File: config.mk
export PLATFORM = sky130hd
export DESIGN_NAME = result_uart_tx_flat
export DESIGN_NICKNAME = d
export VERILOG_FILES = /design/src/rtl/result_uart_tx_if.sv /design/src/rtl/result_uart_tx.sv /design/src/flat_wrapper.sv
export SDC_FILE = /design/constraint.sdc
export NUM_CORES = 1
export LEC_CHECK = 0
export CORE_ASPECT_RATIO = 0.5
export CORE_UTILIZATION = 30
export DETAILED_ROUTE_END_ITERATION = 8
export PLACE_DENSITY = 0.54
export SYNTH_ARGS = -nofsm -noshare
export SYNTH_HDL_FRONTEND = slang
export SYNTH_SLANG_ARGS = --single-unit
File: constraint.sdc
create_clock -name clk -period 3.8 [get_ports clk]
set_input_delay 0.57 -clock clk [delete_from_list [all_inputs] [get_ports clk]]
set_output_delay 0.57 -clock clk [all_outputs]
set_load 0.01 [all_outputs]
File: src/rtl/result_uart_tx_if.sv
`default_nettype none
// +--------------------------------------------------------------------------+
// | result_uart_tx_if : run-result bundle between multiplier top and UART tx  |
// | rev 1.0                                                                   |
// +--------------------------------------------------------------------------+
interface result_uart_tx_if;
  logic        done_n;
  logic [31:0] result;
  logic [9:0]  clkcount;
  logic        tx;
  logic        busy;
  logic        frame_done;
  logic        overrun;

  modport master (
    output done_n, result, clkcount,
    input  tx, busy, frame_done, overrun
  );

  modport slave (
    input  done_n, result, clkcount,
    output tx, busy, frame_done, overrun
  );
endinterface
`default_nettype wire

File: src/rtl/result_uart_tx.sv
`default_nettype none
// +--------------------------------------------------------------------------+
// | result_uart_tx : snapshots result/clkcount on done_n fall, sends 8N1 frame|
// | rev 1.0                                                                   |
// +--------------------------------------------------------------------------+
module result_uart_tx #(
  parameter int          CLKS_PER_BIT = 434,
  parameter logic [7:0]  SYNC_BYTE    = 8'hA5
) (
  input  wire             clk,
  input  wire             rstn,
  result_uart_tx_if.slave bus
);

  localparam int            c_CW       = (CLKS_PER_BIT > 1) ? $clog2(CLKS_PER_BIT) : 1;
  localparam logic [c_CW-1:0] c_BIT_LAST = c_CW'(CLKS_PER_BIT - 1);

  localparam logic [1:0] c_IDLE  = 2'd0;
  localparam logic [1:0] c_START = 2'd1;
  localparam logic [1:0] c_DATA  = 2'd2;
  localparam logic [1:0] c_STOP  = 2'd3;

  logic [1:0]      r_state;
  logic [c_CW-1:0] r_bit_cnt;
  logic [2:0]      r_bit_idx;
  logic [2:0]      r_byte_idx;
  logic [31:0]     r_res_s;
  logic [9:0]      r_cnt_s;
  logic            r_done_q;
  logic            r_armed;
  logic            r_frame_done;
  logic            r_overrun;

  logic            w_trig;
  logic            w_bit_end;
  logic [7:0]      w_chk;
  logic [7:0]      w_byte;
  logic            w_tx;

  // r_armed masks the first post-reset cycle so a done_n already low is not an edge
  assign w_trig    = r_armed & r_done_q & ~bus.done_n;
  assign w_bit_end = (r_bit_cnt == c_BIT_LAST);
  assign w_chk     = r_res_s[31:24] ^ r_res_s[23:16] ^ r_res_s[15:8] ^ r_res_s[7:0]
                   ^ {6'b0, r_cnt_s[9:8]} ^ r_cnt_s[7:0];

  always_comb begin
    w_byte = SYNC_BYTE;
    case (r_byte_idx)
      3'd0:    w_byte = SYNC_BYTE;
      3'd1:    w_byte = r_res_s[31:24];
      3'd2:    w_byte = r_res_s[23:16];
      3'd3:    w_byte = r_res_s[15:8];
      3'd4:    w_byte = r_res_s[7:0];
      3'd5:    w_byte = {6'b0, r_cnt_s[9:8]};
      3'd6:    w_byte = r_cnt_s[7:0];
      default: w_byte = w_chk;
    endcase
  end

  always_comb begin
    w_tx = 1'b1;
    case (r_state)
      c_START: w_tx = 1'b0;
      c_DATA:  w_tx = w_byte[r_bit_idx];
      default: w_tx = 1'b1;
    endcase
  end

  always_ff @(posedge clk or negedge rstn) begin
    if (!rstn) begin
      r_state      <= c_IDLE;
      r_bit_cnt    <= '0;
      r_bit_idx    <= '0;
      r_byte_idx   <= '0;
      r_res_s      <= '0;
      r_cnt_s      <= '0;
      r_done_q     <= 1'b1;
      r_armed      <= 1'b0;
      r_frame_done <= 1'b0;
      r_overrun    <= 1'b0;
    end else begin
      r_done_q     <= bus.done_n;
      r_armed      <= 1'b1;
      r_frame_done <= 1'b0;
      if (w_trig && (r_state != c_IDLE)) begin
        r_overrun <= 1'b1;
      end
      case (r_state)
        c_IDLE: begin
          if (w_trig) begin
            r_state    <= c_START;
            r_bit_cnt  <= '0;
            r_bit_idx  <= '0;
            r_byte_idx <= '0;
            r_res_s    <= bus.result;
            r_cnt_s    <= bus.clkcount;
          end
        end
        c_START: begin
          if (w_bit_end) begin
            r_bit_cnt <= '0;
            r_state   <= c_DATA;
          end else begin
            r_bit_cnt <= r_bit_cnt + c_CW'(1);
          end
        end
        c_DATA: begin
          if (w_bit_end) begin
            r_bit_cnt <= '0;
            if (r_bit_idx == 3'd7) begin
              r_bit_idx <= '0;
              r_state   <= c_STOP;
            end else begin
              r_bit_idx <= r_bit_idx + 3'd1;
            end
          end else begin
            r_bit_cnt <= r_bit_cnt + c_CW'(1);
          end
        end
        c_STOP: begin
          if (w_bit_end) begin
            r_bit_cnt <= '0;
            if (r_byte_idx == 3'd7) begin
              r_byte_idx   <= '0;
              r_state      <= c_IDLE;
              r_frame_done <= 1'b1;
            end else begin
              r_byte_idx <= r_byte_idx + 3'd1;
              r_state    <= c_START;
            end
          end else begin
            r_bit_cnt <= r_bit_cnt + c_CW'(1);
          end
        end
        default: r_state <= c_IDLE;
      endcase
    end
  end

  assign bus.tx         = w_tx;
  assign bus.busy       = (r_state != c_IDLE);
  assign bus.frame_done = r_frame_done;
  assign bus.overrun    = r_overrun;

endmodule
`default_nettype wire

File: src/flat_wrapper.sv
// flat-port wrapper written by rule: the top's interface ports become plain ports
module result_uart_tx_flat 
#(
  parameter int          CLKS_PER_BIT = 434,
  parameter logic [7:0]  SYNC_BYTE    = 8'hA5
)
  (clk, rstn, bus_done_n, bus_result, bus_clkcount, bus_tx, bus_busy, bus_frame_done, bus_overrun);
  result_uart_tx_if bus_i ();
  input  wire clk;
  input  wire rstn;
  input wire logic [$bits(bus_i.done_n)-1:0] bus_done_n;
  input wire logic [$bits(bus_i.result)-1:0] bus_result;
  input wire logic [$bits(bus_i.clkcount)-1:0] bus_clkcount;
  output wire logic [$bits(bus_i.tx)-1:0] bus_tx;
  output wire logic [$bits(bus_i.busy)-1:0] bus_busy;
  output wire logic [$bits(bus_i.frame_done)-1:0] bus_frame_done;
  output wire logic [$bits(bus_i.overrun)-1:0] bus_overrun;
  assign bus_i.done_n = bus_done_n;
  assign bus_i.result = bus_result;
  assign bus_i.clkcount = bus_clkcount;
  assign bus_tx = bus_i.tx;
  assign bus_busy = bus_i.busy;
  assign bus_frame_done = bus_i.frame_done;
  assign bus_overrun = bus_i.overrun;
  result_uart_tx #(.CLKS_PER_BIT(CLKS_PER_BIT), .SYNC_BYTE(SYNC_BYTE)) u_core (.clk(clk), .rstn(rstn), .bus(bus_i));
endmodule
==> flow_metrics.tcl <==
set metrics [dict create \
    layout.cells.non_filler 497 \
    summed_negative_setup_slack_over_all_endpoints_ps 0 \
    area_of_combinational_cells_with_multiple_inputs_sq_um 1800 \
    num_antenna_cells 0 \
    via_count_of_the_first_global_routing_pass 2450 \
    route.final.wire_length_um 7560 \
    area.sequential_sq_um 1580 \
    power.combinational.fraction 0.037 \
    area_of_the_die_sq_um 12000 \
    final_period_minus_worst_setup_slack_ps 3670 \
    synth.net_count 359 \
    numPlacedInstances 481 \
    holdCritPathClass "in -> async" \
    count_of_input_and_output_buffers 48 \
    standard_cell_core_area_sq_um 11100 \
    postSynthCellCount 299 \
    grt_start_max_net_pins 43 \
    antenna_violating_nets_post_route 0 \
    first_iter_violations 121 \
    timing.final.crit_share 0.965 \
    die_w_um 154 \
    synth-main-ff-cell "sky130_fd_sc_hd__dfrtp_1" \
    dr_wl_met3_um 257 \
    wl_met1_um 3720 \
    met2_length_um 3490 \
    p_sw_w 0.000303 \
    synth-seq-cells 63 \
    wire_per_inst_um 15.2 \
    sort_of_element_at_the_end_of_the_critical_path "primary output" \
    max_cap_viol_count 0 \
    drt-pass1-iter-count 4 \
    detailedPlacementHpwl_um 5580 \
    grt_remaining_overflow 0 \
    wire_length_of_the_first_global_routing_pass_um 12400 \
    nFillCells 1069 \
    seq_power_share 0.414 \
    worstPathBufferInverterCount 2 \
    clkLatencyLatePin_ps 330 \
    timing.final.hold_violations 0 \
    global_route.usage.total 0.133 \
    finalNetCount 407 \
    crit_path_cell_trace "inv_1 -> ha_1 -> nor4_4 -> a211oi_1 -> or4b_1 -> a31oi_1 -> a211o_1 -> clkdlybuf4s50_1" \
    htree_num_levels 3 \
    die-height_um 78.1 \
    criticalPathCategory "reg -> out" \
    crit_slowest_cell "sky130_fd_sc_hd__clkdlybuf4s50_1" \
    ctsLongestPathBuffers 2 \
    ports_placed_on_the_boundary 49 \
    cts.sinks 63 \
    family_with_the_most_delay_on_the_worst_path "simple AND/OR/NAND/NOR gates" \
    tritoncts "yes" \
    antenna_violations_before_repair 0 \
    core.rowCount 27 \
    synth_enable_flop_cells 0 \
    final_layout_size_suffix_gt1_frac 0.202 \
    vias 2423 \
    yosysSeqAreaShare 0.454 \
    worst_clock_skew_ps 4.89 \
    cts_buffers 9 \
    synthesized_cell_area_sq_um 3470 \
    clockRootBuffer "sky130_fd_sc_hd__clkbuf_16" \
    synthDistinctLibCells 49 \
    post_synth.cell_area_avg_sq_um 11.6 \
    p_int_w 0.00132 \
    status "finished clean" \
    timing.max_slew.rel_slack 0.349 \
    start_util 0.312 \
    timing.critical_path.fanout_max 11 \
    layout-area-overhead-vs-synth_pct 27.3 \
    start_kind "register" \
    worst-endpoint-required_ps 3230 \
    unrepaired_setup_endpoints_after_global_routing "false" \
    setup-violations-final 0 \
    crit_arrival_ps 3100 \
    vdd.ir_drop.worst_mv 0.149 \
    gp_congestion 0.878 \
    slowest_delay_ps 530 \
    p_per_area_nw_per_um2 367 \
    postLayoutSetupSlackWorst_ps 134 \
    power.clock.fraction 0.549 \
    synth-async-reset-ratio 1.00 \
    drt_drc_violations_left 0 \
    ys.warnings.count 0 \
    highest-signal-layer "met4" \
    power_switching_share 0.187 \
    drt-vias-per-instance 4.88 \
    report.final.slew_viol_count 0 \
    p_leak_nw 2.02 \
    pre_cts_slack_ps 330 \
    tightestPinTransition_ps 976 \
    maxClockFrequency_mhz 273 \
    clkTransAtPathRegs_ps 50 \
]
[final cells by class]
cell class                      count  share of cell area
Inverter                            9             0.00764
Sequential cell                    63               0.357
Clock inverter                      3              0.0147
Clock buffer                       13              0.0588
Timing Repair Buffer               52               0.114
Tap cell                          145              0.0410
Multi-Input combinational cell    212               0.407
[per-layer routing]
| metal | global-route usage | vias to the layer above |
|---|---|---|
| met3 | 0.0370 | 11 |
| met2 | 0.218 | 36 |
| met5 | 0 | - |
| met1 | 0.171 | 1201 |
| li1 | - | 1175 |
| met4 | 0.0420 | 0 |
[cells by family after synthesis]
kind of cell / after synthesis / synth area share
and+or+nand+nor: 56 / 0.0868
xor gates and xnor gates: 38 / 0.104
other: 1 / 0.00108
adders and majority gates: 15 / 0.0540
muxes: 46 / 0.149
AOI/OAI and AO/OA: 56 / 0.121
DFF: 63 / 0.454
buffers and inverters: 24 / 0.0302
[cell usage in the layout (no fill, tap or decap), types with 3 or more instances in the layout]
cell	n
sky130_fd_sc_hd__a211oi_1	5
sky130_fd_sc_hd__a21oi_1	7
sky130_fd_sc_hd__a221oi_1	5
sky130_fd_sc_hd__a22o_1	7
sky130_fd_sc_hd__a22oi_1	9
sky130_fd_sc_hd__a32oi_1	4
sky130_fd_sc_hd__buf_4	4
sky130_fd_sc_hd__clkbuf_16	9
sky130_fd_sc_hd__clkdlybuf4s50_1	47
sky130_fd_sc_hd__dfrtp_1	62
sky130_fd_sc_hd__ha_1	13
sky130_fd_sc_hd__inv_1	9
sky130_fd_sc_hd__mux2_2	45
sky130_fd_sc_hd__nand2_1	9
sky130_fd_sc_hd__nand2b_1	4
sky130_fd_sc_hd__nand3_1	9
sky130_fd_sc_hd__nor2_1	17
sky130_fd_sc_hd__o211ai_1	3
sky130_fd_sc_hd__o21ai_0	5
sky130_fd_sc_hd__xnor2_1	27
sky130_fd_sc_hd__xor2_1	9
[sequential cells by signal, summed over array words and instances, names as in the netlist]
register               count
u_core.r_done_q            1
u_core.bus.overrun         1
u_core.r_bit_cnt           9
u_core.r_state             2
u_core.r_bit_idx           3
u_core.r_byte_idx          3
u_core.r_armed             1
u_core.bus.frame_done      1
u_core.r_cnt_s            10
u_core.r_res_s            32
[power by group through the flow]
| stage | clock (W) | sequential, W | combinational (W) |
|---|---|---|---|
| after floorplan | 0 | 0.000685 | 0.00000114 |
| after global placement | 0 | 0.000685 | 0.0000602 |
| after detailed placement | 0 | 0.000685 | 0.0000617 |
| after CTS | 0.000911 | 0.000673 | 0.0000621 |
| after global routing | 0.000941 | 0.000673 | 0.0000661 |
| final | 0.000892 | 0.000673 | 0.0000598 |
[path summary, 6_finish.rpt]
path	to	cells past startpoint	slack (ps)	from
min reg2reg	u_core.bus.overrun	1	490	u_core.bus.overrun
max reg2reg	u_core.r_byte_idx[1]	8	1550	u_core.r_bit_cnt[1]
max in group asynchronous	u_core.r_done_q	2	2610	rstn
min in group clk	u_core.bus.overrun	1	490	u_core.bus.overrun
min	u_core.r_res_s[6]	1	260	rstn
max	bus_tx	8	130	u_core.r_byte_idx[1]
[repair_timing]
item | 4_1_cts | 5_1_grt
hold endpoints to repair | 0 | 0
gates resized for setup | 1 | 2
hold buffers | 0 | 0
pin swaps | 0 | 1
setup buffers | 0 | 0
setup endpoints to repair | 1 | 1
[metrics by stage]
| stage | area [sq um] | hold WS, ps | utilization | total power [W] |
|---|---|---|---|---|
| final | 4420 | 261 | 0.397 | 0.00163 |
| after global routing | 4420 | 307 | 0.397 | 0.00168 |
| after CTS | 4420 | 276 | 0.396 | 0.00165 |
| after detailed placement | 4090 | 478 | 0.367 | 0.000746 |
| after global placement | 4090 | 472 | 0.367 | 0.000745 |
| after floorplan | 3470 | 274 | - | 0.000686 |
[worst register-to-register path, delay by kind of cell, from the launching register on]
family          cells  cell delay [ps]
compound gates      2              270
fa+ha+maj           1              140
buf+inv             1               70
flops               1              410
simple gates        4             1280
[synthesized netlist by cell type (all sizes together), types with 3 or more instances]
cell	count	area [sq um]
dfrtp	62	1550
mux2	45	507
xnor2	27	236
nor2	17	63.8
ha	15	188
a22oi	9	67.6
inv	9	33.8
nand2	9	33.8
nand3	9	45.0
xor2	9	78.8
buf	8	45.0
a21oi	7	35.0
a22o	7	61.3
clkbuf	7	26.3
a211oi	5	37.5
a221oi	5	43.8
o21ai	5	25.0
a32oi	4	35.0
nand2b	4	25.0
a211o	3	27.5
o211ai	3	22.5
(Power assumes the default switching activity.)
